--- config.mk ---
export PLATFORM = sky130hd
export DESIGN_NAME = rtcore_host_bridge_flat
export DESIGN_NICKNAME = d
export VERILOG_FILES = /design/src/rtl/rtcore_host_bridge_if.sv /design/src/rtl/rtcore_host_bridge.sv /design/src/flat_wrapper.sv
export SDC_FILE = /design/constraint.sdc
export NUM_CORES = 1
export LEC_CHECK = 0
export CAP_MARGIN = 0
export CORE_MARGIN = 2
export CORE_UTILIZATION = 56
export CTS_BUF_LIST = sky130_fd_sc_hd__clkbuf_8
export DETAILED_ROUTE_END_ITERATION = 7
export MAX_ROUTING_LAYER = met4
export PLACE_DENSITY_LB_ADDON = 0.3
export SLEW_MARGIN = 30
export SYNTH_ARGS = -nofsm -noshare
export SYNTH_HDL_FRONTEND = slang
export SYNTH_SLANG_ARGS = --single-unit
--- constraint.sdc ---
create_clock -name clk -period 7.25 [get_ports clk]
set_input_delay 1.45 -clock clk [delete_from_list [all_inputs] [get_ports clk]]
set_output_delay 1.45 -clock clk [all_outputs]
set_load 0.1 [all_outputs]
--- src/rtl/rtcore_host_bridge_if.sv ---
// Host/core stream bundle for rtcore_host_bridge: host ray input, core ray/result
// FIFO ports and host result output. The bridge uses the slave modport.
`ifndef RAY_WIDTH
`define RAY_WIDTH 192
`endif
`ifndef RESULT_WIDTH
`define RESULT_WIDTH 97
`endif

interface rtcore_host_bridge_if #(
  parameter int RAY_W = `RAY_WIDTH,
  parameter int RES_W = `RESULT_WIDTH,
  parameter int SEQ_W = 16
);
  logic             ray_in_valid;
  logic             ray_in_ready;
  logic [RAY_W-1:0] ray_in_data;
  logic             ray_stream_full_n;
  logic             ray_stream_write;
  logic [RAY_W-1:0] ray_stream_din;
  logic             result_stream_empty_n;
  logic             result_stream_read;
  logic [RES_W-1:0] result_stream_dout;
  logic             res_out_valid;
  logic             res_out_ready;
  logic [RES_W-1:0] res_out_data;
  logic [SEQ_W-1:0] res_out_seq;

  modport slave (
    input  ray_in_valid, ray_in_data, ray_stream_full_n,
    input  result_stream_empty_n, result_stream_dout, res_out_ready,
    output ray_in_ready, ray_stream_write, ray_stream_din,
    output result_stream_read, res_out_valid, res_out_data, res_out_seq
  );

  modport master (
    output ray_in_valid, ray_in_data, ray_stream_full_n,
    output result_stream_empty_n, result_stream_dout, res_out_ready,
    input  ray_in_ready, ray_stream_write, ray_stream_din,
    input  result_stream_read, res_out_valid, res_out_data, res_out_seq
  );
endinterface

--- src/rtl/rtcore_host_bridge.sv ---
// Ray/result stream bridge in front of the RT core: ray FIFO with in-flight cap,
// sequence-tagged result FIFO. Optional counters under RTB_STATS_EN.
`ifndef RAY_WIDTH
`define RAY_WIDTH 192
`endif
`ifndef RESULT_WIDTH
`define RESULT_WIDTH 97
`endif

module rtcore_host_bridge #(
  parameter int RAY_W        = `RAY_WIDTH,
  parameter int RES_W        = `RESULT_WIDTH,
  parameter int RAY_DEPTH    = 4,
  parameter int RES_DEPTH    = 4,
  parameter int MAX_INFLIGHT = 64,
  parameter int SEQ_W        = 16,
  localparam int IW          = $clog2(MAX_INFLIGHT + 1)
) (
  input  logic                 clk,
  input  logic                 srst,
  rtcore_host_bridge_if.slave  bus,
  output logic [IW-1:0]        inflight,
  output logic                 idle
`ifdef RTB_STATS_EN
  ,
  output logic [31:0]          stat_rays,
  output logic [31:0]          stat_hits,
  output logic [31:0]          stat_stall
`endif
);
  localparam int RAP   = $clog2(RAY_DEPTH);
  localparam int RSP   = $clog2(RES_DEPTH);
  localparam int ENT_W = SEQ_W + RES_W;

  function automatic logic [31:0] sat_inc32(input logic [31:0] v);
    return (v == 32'hFFFF_FFFF) ? v : v + 32'd1;
  endfunction

  logic [RAY_W-1:0] ray_mem_q [RAY_DEPTH];
  logic [RAP-1:0]   ray_wp_q, ray_rp_q;
  logic [RAP:0]     ray_cnt_q, ray_cnt_d;
  logic             ray_rdy_q, ray_push, ray_pop, ray_empty;

  logic [ENT_W-1:0] res_mem_q [RES_DEPTH];
  logic [RSP-1:0]   res_wp_q, res_rp_q;
  logic [RSP:0]     res_cnt_q, res_cnt_d;
  logic             res_rd_q, res_push, res_pop, res_empty;
  logic [ENT_W-1:0] res_head;

  logic [SEQ_W-1:0] seq_q;
  logic [IW-1:0]    infl_q, infl_d;
  logic             idle_q;

  assign ray_empty             = (ray_cnt_q == '0);
  assign ray_push              = bus.ray_in_valid && ray_rdy_q;
  assign bus.ray_in_ready      = ray_rdy_q;
  assign bus.ray_stream_write  = !ray_empty && (infl_q < IW'(MAX_INFLIGHT));
  assign ray_pop               = bus.ray_stream_write && bus.ray_stream_full_n;
  assign bus.ray_stream_din    = ray_empty ? '0 : ray_mem_q[ray_rp_q];

  assign res_empty              = (res_cnt_q == '0);
  assign bus.result_stream_read = res_rd_q;
  assign res_push               = res_rd_q && bus.result_stream_empty_n;
  assign res_head               = res_mem_q[res_rp_q];
  assign bus.res_out_valid      = !res_empty;
  assign bus.res_out_data       = res_empty ? '0 : res_head[RES_W-1:0];
  assign bus.res_out_seq        = res_empty ? '0 : res_head[ENT_W-1:RES_W];
  assign res_pop                = !res_empty && bus.res_out_ready;

  assign inflight = infl_q;
  assign idle     = idle_q;

  always_comb begin
    ray_cnt_d = ray_cnt_q;
    res_cnt_d = res_cnt_q;
    infl_d    = infl_q;
    if (ray_push && !ray_pop)      ray_cnt_d = ray_cnt_q + (RAP+1)'(1);
    else if (!ray_push && ray_pop) ray_cnt_d = ray_cnt_q - (RAP+1)'(1);
    if (res_push && !res_pop)      res_cnt_d = res_cnt_q + (RSP+1)'(1);
    else if (!res_push && res_pop) res_cnt_d = res_cnt_q - (RSP+1)'(1);
    // A capture with nothing in flight is a core protocol error: keep inflight at 0.
    if (ray_pop && !res_push)                          infl_d = infl_q + IW'(1);
    else if (!ray_pop && res_push && infl_q != '0)     infl_d = infl_q - IW'(1);
  end

  always_ff @(posedge clk) begin
    if (srst) begin
      ray_wp_q  <= '0;
      ray_rp_q  <= '0;
      ray_cnt_q <= '0;
      ray_rdy_q <= 1'b0;
      res_wp_q  <= '0;
      res_rp_q  <= '0;
      res_cnt_q <= '0;
      res_rd_q  <= 1'b0;
      seq_q     <= '0;
      infl_q    <= '0;
      idle_q    <= 1'b1;
    end else begin
      if (ray_push) ray_wp_q <= ray_wp_q + RAP'(1);
      if (ray_pop)  ray_rp_q <= ray_rp_q + RAP'(1);
      if (res_push) res_wp_q <= res_wp_q + RSP'(1);
      if (res_pop)  res_rp_q <= res_rp_q + RSP'(1);
      if (res_push) seq_q    <= seq_q + SEQ_W'(1);
      ray_cnt_q <= ray_cnt_d;
      res_cnt_q <= res_cnt_d;
      ray_rdy_q <= (ray_cnt_d != (RAP+1)'(RAY_DEPTH));
      res_rd_q  <= (res_cnt_d != (RSP+1)'(RES_DEPTH));
      infl_q    <= infl_d;
      idle_q    <= (ray_cnt_d == '0) && (res_cnt_d == '0) && (infl_d == '0);
    end
  end

  // Payload storage carries no reset; validity is tracked by the counters above.
  always_ff @(posedge clk) begin
    if (ray_push) ray_mem_q[ray_wp_q] <= bus.ray_in_data;
    if (res_push) res_mem_q[res_wp_q] <= {seq_q, bus.result_stream_dout};
  end

`ifdef RTB_STATS_EN
  logic [31:0] stat_rays_q, stat_hits_q, stat_stall_q;

  always_ff @(posedge clk) begin
    if (srst) begin
      stat_rays_q  <= '0;
      stat_hits_q  <= '0;
      stat_stall_q <= '0;
    end else begin
      if (ray_pop) stat_rays_q <= sat_inc32(stat_rays_q);
      if (res_push && bus.result_stream_dout[0]) stat_hits_q <= sat_inc32(stat_hits_q);
      if (bus.ray_stream_write && !bus.ray_stream_full_n) stat_stall_q <= sat_inc32(stat_stall_q);
    end
  end

  assign stat_rays  = stat_rays_q;
  assign stat_hits  = stat_hits_q;
  assign stat_stall = stat_stall_q;
`endif
endmodule
--- src/flat_wrapper.sv ---
// flat-port wrapper written by rule: the top's interface ports become plain ports
module rtcore_host_bridge_flat 
#(
  parameter int RAY_W        = `RAY_WIDTH,
  parameter int RES_W        = `RESULT_WIDTH,
  parameter int RAY_DEPTH    = 4,
  parameter int RES_DEPTH    = 4,
  parameter int MAX_INFLIGHT = 64,
  parameter int SEQ_W        = 16,
  localparam int IW          = $clog2(MAX_INFLIGHT + 1)
)
  (clk, srst, inflight, idle, bus_ray_in_valid, bus_ray_in_data, bus_ray_stream_full_n, bus_result_stream_empty_n, bus_result_stream_dout, bus_res_out_ready, bus_ray_in_ready, bus_ray_stream_write, bus_ray_stream_din, bus_result_stream_read, bus_res_out_valid, bus_res_out_data, bus_res_out_seq);
  rtcore_host_bridge_if #(.RAY_W(RAY_W), .RES_W(RES_W), .SEQ_W(SEQ_W)) bus_i ();
  input  logic clk;
  input  logic srst;
  output logic [IW-1:0] inflight;
  output logic idle;
  input wire logic [$bits(bus_i.ray_in_valid)-1:0] bus_ray_in_valid;
  input wire logic [$bits(bus_i.ray_in_data)-1:0] bus_ray_in_data;
  input wire logic [$bits(bus_i.ray_stream_full_n)-1:0] bus_ray_stream_full_n;
  input wire logic [$bits(bus_i.result_stream_empty_n)-1:0] bus_result_stream_empty_n;
  input wire logic [$bits(bus_i.result_stream_dout)-1:0] bus_result_stream_dout;
  input wire logic [$bits(bus_i.res_out_ready)-1:0] bus_res_out_ready;
  output wire logic [$bits(bus_i.ray_in_ready)-1:0] bus_ray_in_ready;
  output wire logic [$bits(bus_i.ray_stream_write)-1:0] bus_ray_stream_write;
  output wire logic [$bits(bus_i.ray_stream_din)-1:0] bus_ray_stream_din;
  output wire logic [$bits(bus_i.result_stream_read)-1:0] bus_result_stream_read;
  output wire logic [$bits(bus_i.res_out_valid)-1:0] bus_res_out_valid;
  output wire logic [$bits(bus_i.res_out_data)-1:0] bus_res_out_data;
  output wire logic [$bits(bus_i.res_out_seq)-1:0] bus_res_out_seq;
  assign bus_i.ray_in_valid = bus_ray_in_valid;
  assign bus_i.ray_in_data = bus_ray_in_data;
  assign bus_i.ray_stream_full_n = bus_ray_stream_full_n;
  assign bus_i.result_stream_empty_n = bus_result_stream_empty_n;
  assign bus_i.result_stream_dout = bus_result_stream_dout;
  assign bus_i.res_out_ready = bus_res_out_ready;
  assign bus_ray_in_ready = bus_i.ray_in_ready;
  assign bus_ray_stream_write = bus_i.ray_stream_write;
  assign bus_ray_stream_din = bus_i.ray_stream_din;
  assign bus_result_stream_read = bus_i.result_stream_read;
  assign bus_res_out_valid = bus_i.res_out_valid;
  assign bus_res_out_data = bus_i.res_out_data;
  assign bus_res_out_seq = bus_i.res_out_seq;
  rtcore_host_bridge #(.RAY_W(RAY_W), .RES_W(RES_W), .RAY_DEPTH(RAY_DEPTH), .RES_DEPTH(RES_DEPTH), .MAX_INFLIGHT(MAX_INFLIGHT), .SEQ_W(SEQ_W)) u_core (.clk(clk), .srst(srst), .bus(bus_i), .inflight(inflight), .idle(idle));
endmodule
==> results of run 1 <==
-- through the flow --
stage	setup WS, ns	cell area [sq um]
3_5_place_dp	2.25	55600
2_1_floorplan	0.782	48200
5_1_grt	1.42	59200
3_3_place_gp	2.30	55700
4_1_cts	1.31	59000
6_report	1.67	59200
-- flip-flops by register name (all words and copies together) (netlist names), 2 cells and up, named ones only --
| register | flops |
|---|---|
| u_core.ray_rp_q | 2 |
| u_core.res_rp_q | 2 |
| u_core.res_cnt_q | 3 |
| u_core.seq_q | 16 |
| u_core.res_wp_q | 2 |
| u_core.inflight | 7 |
| u_core.ray_wp_q | 2 |
| u_core.ray_cnt_q | 3 |
| u_core.ray_mem_q | 768 |
| u_core.res_mem_q | 452 |
-- placed cells by master, fill, tap and decap left out, types with 13 or more instances in the layout --
cell             Yosys  final
buf_2               33     42
buf_4                1     14
buf_12               0     14
clkinv_2             0     13
clkinv_1             0     36
diode_2              0     35
nand2_1             29     29
xnor2_1             14     14
ha_1                18     17
dfxtp_1             44     40
and2_1             117    117
mux4_2             305    305
edfxtp_1          1220   1220
clkdlybuf4s50_1      0    568
nor2_1              39     39
clkbuf_8             0    203
inv_1               11     90
nor2b_1            197    197
-- worst reg2reg max path, cell delays in order, from the launching register on --
cell and delay, ns:
dfxtp_1 0.34, inv_1 0.13, ha_1 0.21, ha_4 0.58
or3b_4 0.38, nand2_2 0.09, o31ai_1 0.21, nand2_1 0.14
nor4_1 0.47, a41o_1 0.29
-- metal layers --
metal	up-vias	track usage, %	part of all wire (%)
met5	-	-	0
met4	0	8.33	2.5
met3	172	7.38	8.0
met2	1010	39.7	51
met1	12400	30.4	38
li1	10500	-	-
-- layout make-up --
class | instances | area, sq um
multi-input cells | 819 | 10200
well taps | 1144 | 1430
flip-flops and latches | 1264 | 37500
clock inverters | 139 | 646
fillers | 5204 | 26100
clock buffers | 203 | 2790
repair buffers | 646 | 6470
inverters | 11 | 41.3
diodes | 35 | 87.6
-- worst min-delay path by stage --
| stage | from | endpoint | slack, ns | cells past startpoint |
|---|---|---|---|---|
| 2_1_floorplan | u_core.ray_wp_q[1] | u_core.ray_wp_q[1] | 0.47 | 2 |
| 3_3_place_gp | u_core.res_wp_q[1] | u_core.res_wp_q[1] | 0.47 | 2 |
| 3_5_place_dp | u_core.res_wp_q[1] | u_core.res_wp_q[1] | 0.50 | 2 |
| 4_1_cts | u_core.res_wp_q[1] | u_core.res_wp_q[1] | 0.51 | 2 |
| 5_1_grt | u_core.res_wp_q[1] | u_core.res_wp_q[1] | 0.53 | 2 |
| 6_report | u_core.res_wp_q[1] | u_core.res_wp_q[1] | 0.51 | 2 |
-- cells by family after synthesis --
group,count (synthesis),synth area share [%]
DFF,1264,77.8
and+or+nand+nor,431,5.31
muxes,305,14.3
buffers and inverters,124,1.07
AOI/OAI and AO/OA,39,0.592
xor gates and xnor gates,26,0.472
adders and majority gates,18,0.467
==> results.json, run 1 <==
{
  "crit_required_ns": 5.80,
  "cts_root_buffer": "clkbuf_8",
  "ys_ff_latch": 1264,
  "grt_max_degree": 157,
  "grt_usage_pct": 24.7,
  "post-dp-hpwl_mm": 64.6,
  "cts.path.max_buffers": 3,
  "reg2reg_depth": 9,
  "gp_congestion": 0.793,
  "numCtsBuffers": 194,
  "rsz0062_at_grt": "no",
  "yosys-top-cells-area": "edfxtp_1, mux4_2, nor2b_1",
  "path_depth": 6,
  "synth_cells": 2207,
  "synth.most_common_cell": "edfxtp_1",
  "cp_slowest_cell": "clkdlybuf4s50_1",
  "path_max_fanout": 62,
  "clock_sinks": 1264,
  "wl_per_cell_microns": 24.8,
  "die_w_microns": 297,
  "synth_top_area_share_pct": 76.0,
  "hold_violations": 0,
  "status": "completed",
  "cpLargestDelayFamily": "buffers and inverters",
  "post-route-util_pct": 69.4,
  "max_freq_mhz": 179,
  "reg2reg_slack_ns": 4.34,
  "min_period_ns": 5.58,
  "rows": 107,
  "timing.rr.start": "u_core.ray_cnt_q[0]",
  "hold_class": "reg2reg",
  "wl_mm": 106,
  "dieHeight_microns": 297,
  "syn_nets": 2520,
  "start_util_pct": 56.5,
  "critPathMaxStageDelay_ns": 1.03,
  "maxCapViolations": 0,
  "whs_ns": 0.509,
  "crit_path_end": "bus_ray_stream_din[124]",
  "fin_nets": 3249,
  "post_cts.repair.setup_buffers": 0,
  "clk_pin_slew_ns": 0.06,
  "drc_errors": 0,
  "pin_count": 612,
  "ant_nets": 0,
  "tightest_slew_ns": 1.04,
  "setup_viol": 0,
  "layout-drive-gt1-share_pct": 20.6,
  "drtPass1Iterations": 5,
  "worstPathCellList": "inv_1, ha_1, ha_4, buf_4, nor2b_1, clkdlybuf4s50_1",
  "design.core.area_sq_um": 85300,
  "startpoint": "u_core.ray_cnt_q[0]",
  "r2r-end": "u_core.idle",
  "cts_resized": 0,
  "ys_top_cells_by_count": "edfxtp_1, mux4_2, nor2b_1, and2_1, clkbuf_1",
  "cp.arrival_ns": 4.13,
  "vias_per_cell": 5.65,
  "slew_violations": 0,
  "vias": 24100,
  "dp_cells": 3879,
  "finalClockSkew_ns": 0.0277,
  "syn_area_sq_um": 48200,
  "htreeDepth": 4,
  "syn_avg_cell_area_sq_um": 21.8,
  "overflow": 0,
  "area_delta_synth_final_pct": 22.9,
  "grt_pass1_vias": 25500,
  "synth_largest_area_cell": "edfxtp_1",
  "worst_skew_pair.late_latency_ns": 0.84,
  "tns_ns": 0,
  "ys_seq_area_share_pct": 77.8,
  "fin_cells": 4261,
  "dieArea_sq_um": 88400,
  "synth_edf_count": 1220,
  "yosysWarningCount": 0,
  "synth_ff_type": "edfxtp_1",
  "synthArstFlopShare_pct": 0,
  "port_buffers": 611,
  "hold_buffers": 0,
  "crit_type": "reg2out",
  "critPathLaunchType": "flop",
  "critPathCaptureType": "primary output",
  "synthDistinctLibCells": 51,
  "slew_headroom_pct": 30.2,
  "cts_tree": "yes",
  "grt_antenna_before_repair": 34,
  "timing.final.crit_share_pct": 76.9,
  "path_buf_inv": 3,
  "grt_pass1_wl_mm": 158,
  "first_iter_violations": 2139
}
Power of run 1 is not shown: default switching activity piles up to over one toggle a cycle in this logic, so the estimate is an artifact.
==> run 2: changes to the inputs <==
==> constraint.sdc (replaced) <==
create_clock -name clk -period 5.7 [get_ports clk]
set_input_delay 1.14 -clock clk [delete_from_list [all_inputs] [get_ports clk]]
set_output_delay 1.14 -clock clk [all_outputs]
set_load 0.1 [all_outputs]
==> results.json, run 2 (synthesized netlist as in run 1, its figures left out) <==
{
  "htreeDepth": 4,
  "post-dp-hpwl_mm": 65.7,
  "worst_skew_pair.late_latency_ns": 0.86,
  "finalClockSkew_ns": 0.0386,
  "grt_antenna_before_repair": 23,
  "min_period_ns": 5.12,
  "min_from": "u_core.res_wp_q[1]",
  "start_util_pct": 56.5,
  "maxCapViolations": 0,
  "final_cell_mix": "edfxtp_1, clkdlybuf4s50_1, mux4_2, nor2b_1, clkbuf_8",
  "grt_max_degree": 112,
  "cp.arrival_ns": 3.98,
  "path_max_fanout": 105,
  "post_cts.repair.setup_buffers": 0,
  "pre_cts_slack_ns": 1.37,
  "register_area_sq_um": 37500,
  "wl_per_cell_microns": 24.3,
  "ant_nets": 0,
  "holdPathStages": 2,
  "slew_violations": 0,
  "crit_required_ns": 4.56,
  "area_delta_synth_final_pct": 23.0,
  "tightest_slew_ns": 1.04,
  "overflow": 0,
  "grt_pass1_wl_mm": 157,
  "gp_congestion": 0.813,
  "drc_errors": 0,
  "design.core.area_sq_um": 85300,
  "final_common_cell": "edfxtp_1",
  "fin_nets": 3264,
  "cts.path.max_buffers": 3,
  "numCtsBuffers": 189,
  "largest_register": "u_core.ray_mem_q",
  "critPathCaptureType": "primary output",
  "reg_top3": "u_core.ray_mem_q x768, u_core.res_mem_q x452, u_core.seq_q x16",
  "setup_viol": 0,
  "reg2reg_slack_ns": 2.30,
  "clk_pin_slew_ns": 0.06,
  "hold_buffers": 0,
  "first_iter_violations": 1884,
  "vias": 24300,
  "min_to": "u_core.res_wp_q[1]",
  "cts_root_buffer": "clkbuf_8",
  "dieHeight_microns": 297,
  "largest_reg_flops": 768,
  "cts_resized": 0,
  "port_buffers": 611,
  "reg2reg_depth": 10,
  "multi_input_area_sq_um": 10200,
  "hold_violations": 0,
  "critPathLaunchType": "flop",
  "pin_count": 612,
  "wl_mm": 104,
  "rows": 107,
  "slew_headroom_pct": 30.6,
  "crit_type": "reg2out",
  "hold_class": "reg2reg",
  "r2r-end": "u_core.idle",
  "layout-drive-gt1-share_pct": 21.0,
  "rsz0062_at_grt": "no",
  "fillers": 5151,
  "setup_slack_ns": 0.579,
  "die_w_microns": 297,
  "grt_pass1_vias": 25900,
  "grt_usage_pct": 24.4,
  "clock_sinks": 1264,
  "status": "completed",
  "vias_per_cell": 5.67,
  "timing.rr.start": "u_core.ray_cnt_q[0]",
  "max_freq_mhz": 195,
  "drtPass1Iterations": 6,
  "timing.final.crit_share_pct": 89.8,
  "dieArea_sq_um": 88400,
  "tns_ns": 0,
  "cts_tree": "yes"
}
-- run 2: worst max path at each step --
stage,from,endpoint,slack [ns]
4_1_cts,u_core.res_cnt_q[0],bus_res_out_data[93],0.44
2_1_floorplan,u_core.bus.result_stream_read,u_core.res_mem_q[0][0],1.40
5_1_grt,u_core.ray_cnt_q[0],bus_ray_stream_din[112],0.42
6_report,u_core.ray_cnt_q[0],bus_ray_stream_din[145],0.58
3_3_place_gp,flop,bus_ray_stream_din[145],1.43
3_5_place_dp,u_core.res_cnt_q[0],bus_res_out_data[93],1.37
-- run 2: layout make-up --
class                   instances  share of cell area (%)
clock buffers                 192                    4.46
well taps                    1144                    2.41
repair buffers                666                    11.1
diodes                         24                   0.101
flip-flops and latches       1264                    63.3
inverters                      11                  0.0696
clock inverters               156                    1.28
multi-input cells             819                    17.2
-- run 2: per-layer routing --
layer  share of wire (%)  global-route usage (%)
met1                  38                    30.4
met2                  51                    39.1
met3                 8.7                    6.73
met4                 2.6                    8.24
met5                   0                       -
-- run 2: stage by stage --
| step | area, sq um | util, % | hold WS [ns] | cells |
|---|---|---|---|---|
| global route | 59300 | 69.5 | 0.536 | 4273 |
| CTS | 59200 | 69.4 | 0.516 | 4248 |
| global placement | 56000 | 65.6 | 0.474 | 3900 |
| floorplan | 48200 | - | 0.469 | 2207 |
| detailed placement | 55700 | 65.4 | 0.508 | 3900 |
| finish | 59300 | 69.5 | 0.521 | 4276 |
-- run 2: critical path: stages (launching register included) --
cell	delay, ns
dfxtp_1	0.38
inv_1	0.11
ha_1	0.23
ha_4	0.34
buf_12	0.29
nor2b_1	0.42
clkdlybuf4s50_1	1.21
Power of run 2 is left out for the same reason.
==> run 3: changes to the inputs <==
--- a/config.mk
+++ b/config.mk
@@ -12,6 +12,7 @@
 export DETAILED_ROUTE_END_ITERATION = 7
 export MAX_ROUTING_LAYER = met4
 export PLACE_DENSITY_LB_ADDON = 0.3
+export SKIP_CTS_REPAIR_TIMING = 1
 export SLEW_MARGIN = 30
 export SYNTH_ARGS = -nofsm -noshare
 export SYNTH_HDL_FRONTEND = slang
==> results of run 3 <==
No change in the layout: final DEF, timing and power equal those of run 2.
Power of run 3 is left out for the same reason.
==> RTL edit: new RTL, flow settings as in run 2 <==
`SEQ_W` is set to 16 in 3 places; all go to 20.
--- a/src/rtl/rtcore_host_bridge_if.sv
+++ b/src/rtl/rtcore_host_bridge_if.sv
@@ -10,7 +10,7 @@
 interface rtcore_host_bridge_if #(
   parameter int RAY_W = `RAY_WIDTH,
   parameter int RES_W = `RESULT_WIDTH,
-  parameter int SEQ_W = 16
+  parameter int SEQ_W = 20
 );
   logic             ray_in_valid;
   logic             ray_in_ready;
--- a/src/rtl/rtcore_host_bridge.sv
+++ b/src/rtl/rtcore_host_bridge.sv
@@ -13,7 +13,7 @@
   parameter int RAY_DEPTH    = 4,
   parameter int RES_DEPTH    = 4,
   parameter int MAX_INFLIGHT = 64,
-  parameter int SEQ_W        = 16,
+  parameter int SEQ_W        = 20,
   localparam int IW          = $clog2(MAX_INFLIGHT + 1)
 ) (
   input  logic                 clk,
--- a/src/flat_wrapper.sv
+++ b/src/flat_wrapper.sv
@@ -6,7 +6,7 @@
   parameter int RAY_DEPTH    = 4,
   parameter int RES_DEPTH    = 4,
   parameter int MAX_INFLIGHT = 64,
-  parameter int SEQ_W        = 16,
+  parameter int SEQ_W        = 20,
   localparam int IW          = $clog2(MAX_INFLIGHT + 1)
 )
   (clk, srst, inflight, idle, bus_ray_in_valid, bus_ray_in_data, bus_ray_stream_full_n, bus_result_stream_empty_n, bus_result_stream_dout, bus_res_out_ready, bus_ray_in_ready, bus_ray_stream_write, bus_ray_stream_din, bus_result_stream_read, bus_res_out_valid, bus_res_out_data, bus_res_out_seq);
Interface: changed (resized bus_res_out_seq); port bits go from 612 to 616. The function was not compared with the original's and may differ.
==> RTL edit against run 2 <==
Sequential share of layout area increased by 0.17 points; synthesized cell count is 2.6% higher; hold slack got worse by 5.1 ps; cell area is 1.2% higher; wire length rose by 1.6%; count of clock-buffer cells in the layout is 8 higher; setup slack lost 84 ps; global-route usage hardly changed; area after synthesis is 1.8% higher; sequential cell count increased by 20; highest routed layer unchanged.
Power is not shown: default switching activity piles up to over one toggle a cycle in this logic, so the estimate is an artifact.
==> RTL edit: results (changes against run 2) <==
Outcome:
- The flow ran to the end, and the final reports show no timing, DRC or antenna violations.

Setup path:
- The critical path endpoint is bus_ray_stream_din[98].
- The beginning of the worst register-to-register path is u_core.ray_cnt_q[0]$_SDFF_PP0_.
- The launching element type of the critical path is a register.
- The worst reg-to-reg setup slack is 2570 ps (+270 ps).
- The depth of the most critical reg-to-reg path was 8 (-2).
- The largest fanout on the critical path is 47 (-55%).
- In this run the critical register-to-register path is captured at u_core.idle$_SDFF_PP1_.

Synthesis:
- Sorting the synthesized cells by how often they occur yields sky130_fd_sc_hd__edfxtp_1 (1236), sky130_fd_sc_hd__mux4_2 (309), sky130_fd_sc_hd__nor2b_1 (196).
- The fraction of registers with async set or reset after synthesis is 0 (unchanged).
- By area the synthesized netlist is led by sky130_fd_sc_hd__edfxtp_1 (76%), sky130_fd_sc_hd__mux4_2 (14%), sky130_fd_sc_hd__nor2b_1 (2.5%).
- The post-synthesis instance total is 2264 (+2.6%).
- The number of warning messages in the yosys log was 0 (unchanged).
- The sequential cell area fraction in the yosys report is 0.7758 (-0.002548).
- The net count of the mapped netlist is 2577 (+2.3%).
- The number of distinct library cell variants in the gate-level netlist after synthesis is 58 (+14%).
- The count of flip-flops with a built-in enable after synthesis is 1236 (+1.3%).

Placed design:
- The routability congestion estimate from global placement was 0.8204 (+0.92%).
- The number of I/O port buffers is 615 (+0.65%).
- The number of instances in the placed design is 3959 (+1.5%).
- The detailed-placement wirelength estimate is 64890 um (-1.2%).

Clock network:
- The register clock-pin slew on the reported worst setup and hold paths is 60 ps (about the same).
- The buffer cell driving the clock tree root is sky130_fd_sc_hd__clkbuf_8.
- The maximum level of the CTS H-tree is 4 (unchanged).
- The number of clock buffers inserted by TritonCTS is 198 (+4.8%).
- The post-CTS setup repair buffer count was 0 (unchanged).
- The maximum clock path buffer count is 3 (unchanged).
- Clock latency on the worst-skew pair, taken at its later pin, is 850 ps.
- The post-cts repair resize count is 0 (unchanged).

Timing:
- The post-route clock skew came to 35.10 ps (-3.491 ps).
- The slew at the pin with the worst max-slew slack came to 1057 ps (+20.17 ps).

Layout:
- The largest registers in the layout are u_core.ray_mem_q x768, u_core.res_mem_q x468, u_core.seq_q x20.
- The proportion of layout cells with a drive suffix above 1 is 0.2211 (+0.01064).
- The number of fill cells in the layout is 5384 (+4.5%).
- The number of standard cells in the final layout excluding fillers is 4352 (+1.8%).
- The net total in the final layout came to 3317 (+1.6%).

Global route:
- The pin count of the biggest net entering global routing is 128 (+14%).
- The global-route wire length before repair is 158500 um (+1.1%).
- The overall fraction of global-route tracks in use is 0.2435 (-0.0004085).
- The sum of overflow across all layers after global routing is 0 (unchanged).
- The number of global-route vias before repair came to 26180 (+1.0%).
- The initial antenna violation count is 26 (+13%).

Detailed routing:
- The number of violations reported at the end of detailed-routing iteration 0 is 2008 (+6.6%).
- The via density per instance is 5.613 (-1.1%).
- The first-pass detailed-route iteration total came to 7 (+1).
- The wire length per cell after detailed routing is 24.27 um (-0.21%).

Min path:
- The worst hold path cell count was 2 (unchanged).
- The path class of the lowest-slack min-delay path is register to register.
## RTL edit: worst min-delay path by stage
stage	startpoint	endpoint	slack (ps)
floorplan	u_core.ray_wp_q[1]$_SDFFE_PP0P_	u_core.ray_wp_q[1]$_SDFFE_PP0P_	470
global placement	u_core.res_wp_q[1]$_SDFFE_PP0P_	u_core.res_wp_q[1]$_SDFFE_PP0P_	480
detailed placement	u_core.res_wp_q[1]$_SDFFE_PP0P_	u_core.res_wp_q[1]$_SDFFE_PP0P_	510
CTS	u_core.res_wp_q[1]$_SDFFE_PP0P_	u_core.res_wp_q[1]$_SDFFE_PP0P_	520
global route	u_core.seq_q[1]$_SDFFE_PP0P_	u_core.res_mem_q[1][98]$_DFFE_PP_	520
finish	u_core.res_wp_q[1]$_SDFFE_PP0P_	u_core.res_wp_q[1]$_SDFFE_PP0P_	520
## RTL edit: per-stage QoR
| step | cell area [um2] | setup slack, ps |
|---|---|---|
| after floorplan | 49080 | 1062 |
| after global placement | 56800 | 1331 |
| after detailed placement | 56440 | 1325 |
| after CTS | 60020 | 356.1 |
| after global routing | 60020 | 319.1 |
| final | 60020 | 495.0 |
## RTL edit: logic make-up (layout without fill, tap and decap cells)
group / Yosys count / count (layout) / synth area share
compound gates: 40 / 40 / 0.005685
xor+xnor: 25 / 25 / 0.004461
fa+ha+maj: 18 / 18 / 0.004589
buf+inv: 129 / 1036 / 0.01096
flops: 1284 / 1284 / 0.7758
mux: 312 / 312 / 0.1424
other cells: 0 / 26 / 0
simple gates: 456 / 456 / 0.05606
## RTL edit: routing by layer
metal,part of all wire,vias to the layer above,track usage
li1,-,10750,-
met1,0.37,12610,0.2920
met2,0.52,905,0.3930
met3,0.079,159,0.07277
met4,0.027,0,0.09238
met5,0,-,-
## RTL edit: cell type report
type	instances	area, um2	area share
Multi-Input combinational cell	851	10530	0.1754
Timing Repair Buffer	656	6266	0.1044
Clock buffer	200	2753	0.04586
Tap cell	1155	1445	0.02408
Antenna cell	26	65.06	0.001084
Inverter	13	48.80	0.0008130
Sequential cell	1284	38090	0.6346
Clock inverter	167	827.0	0.01378
## RTL edit: worst max-delay path: stages (launching register included)
cell and delay, ps:
sky130_fd_sc_hd__dfxtp_4 890, sky130_fd_sc_hd__buf_4 570, sky130_fd_sc_hd__mux4_2 280, sky130_fd_sc_hd__nor2b_1 250, sky130_fd_sc_hd__clkdlybuf4s50_1 1200
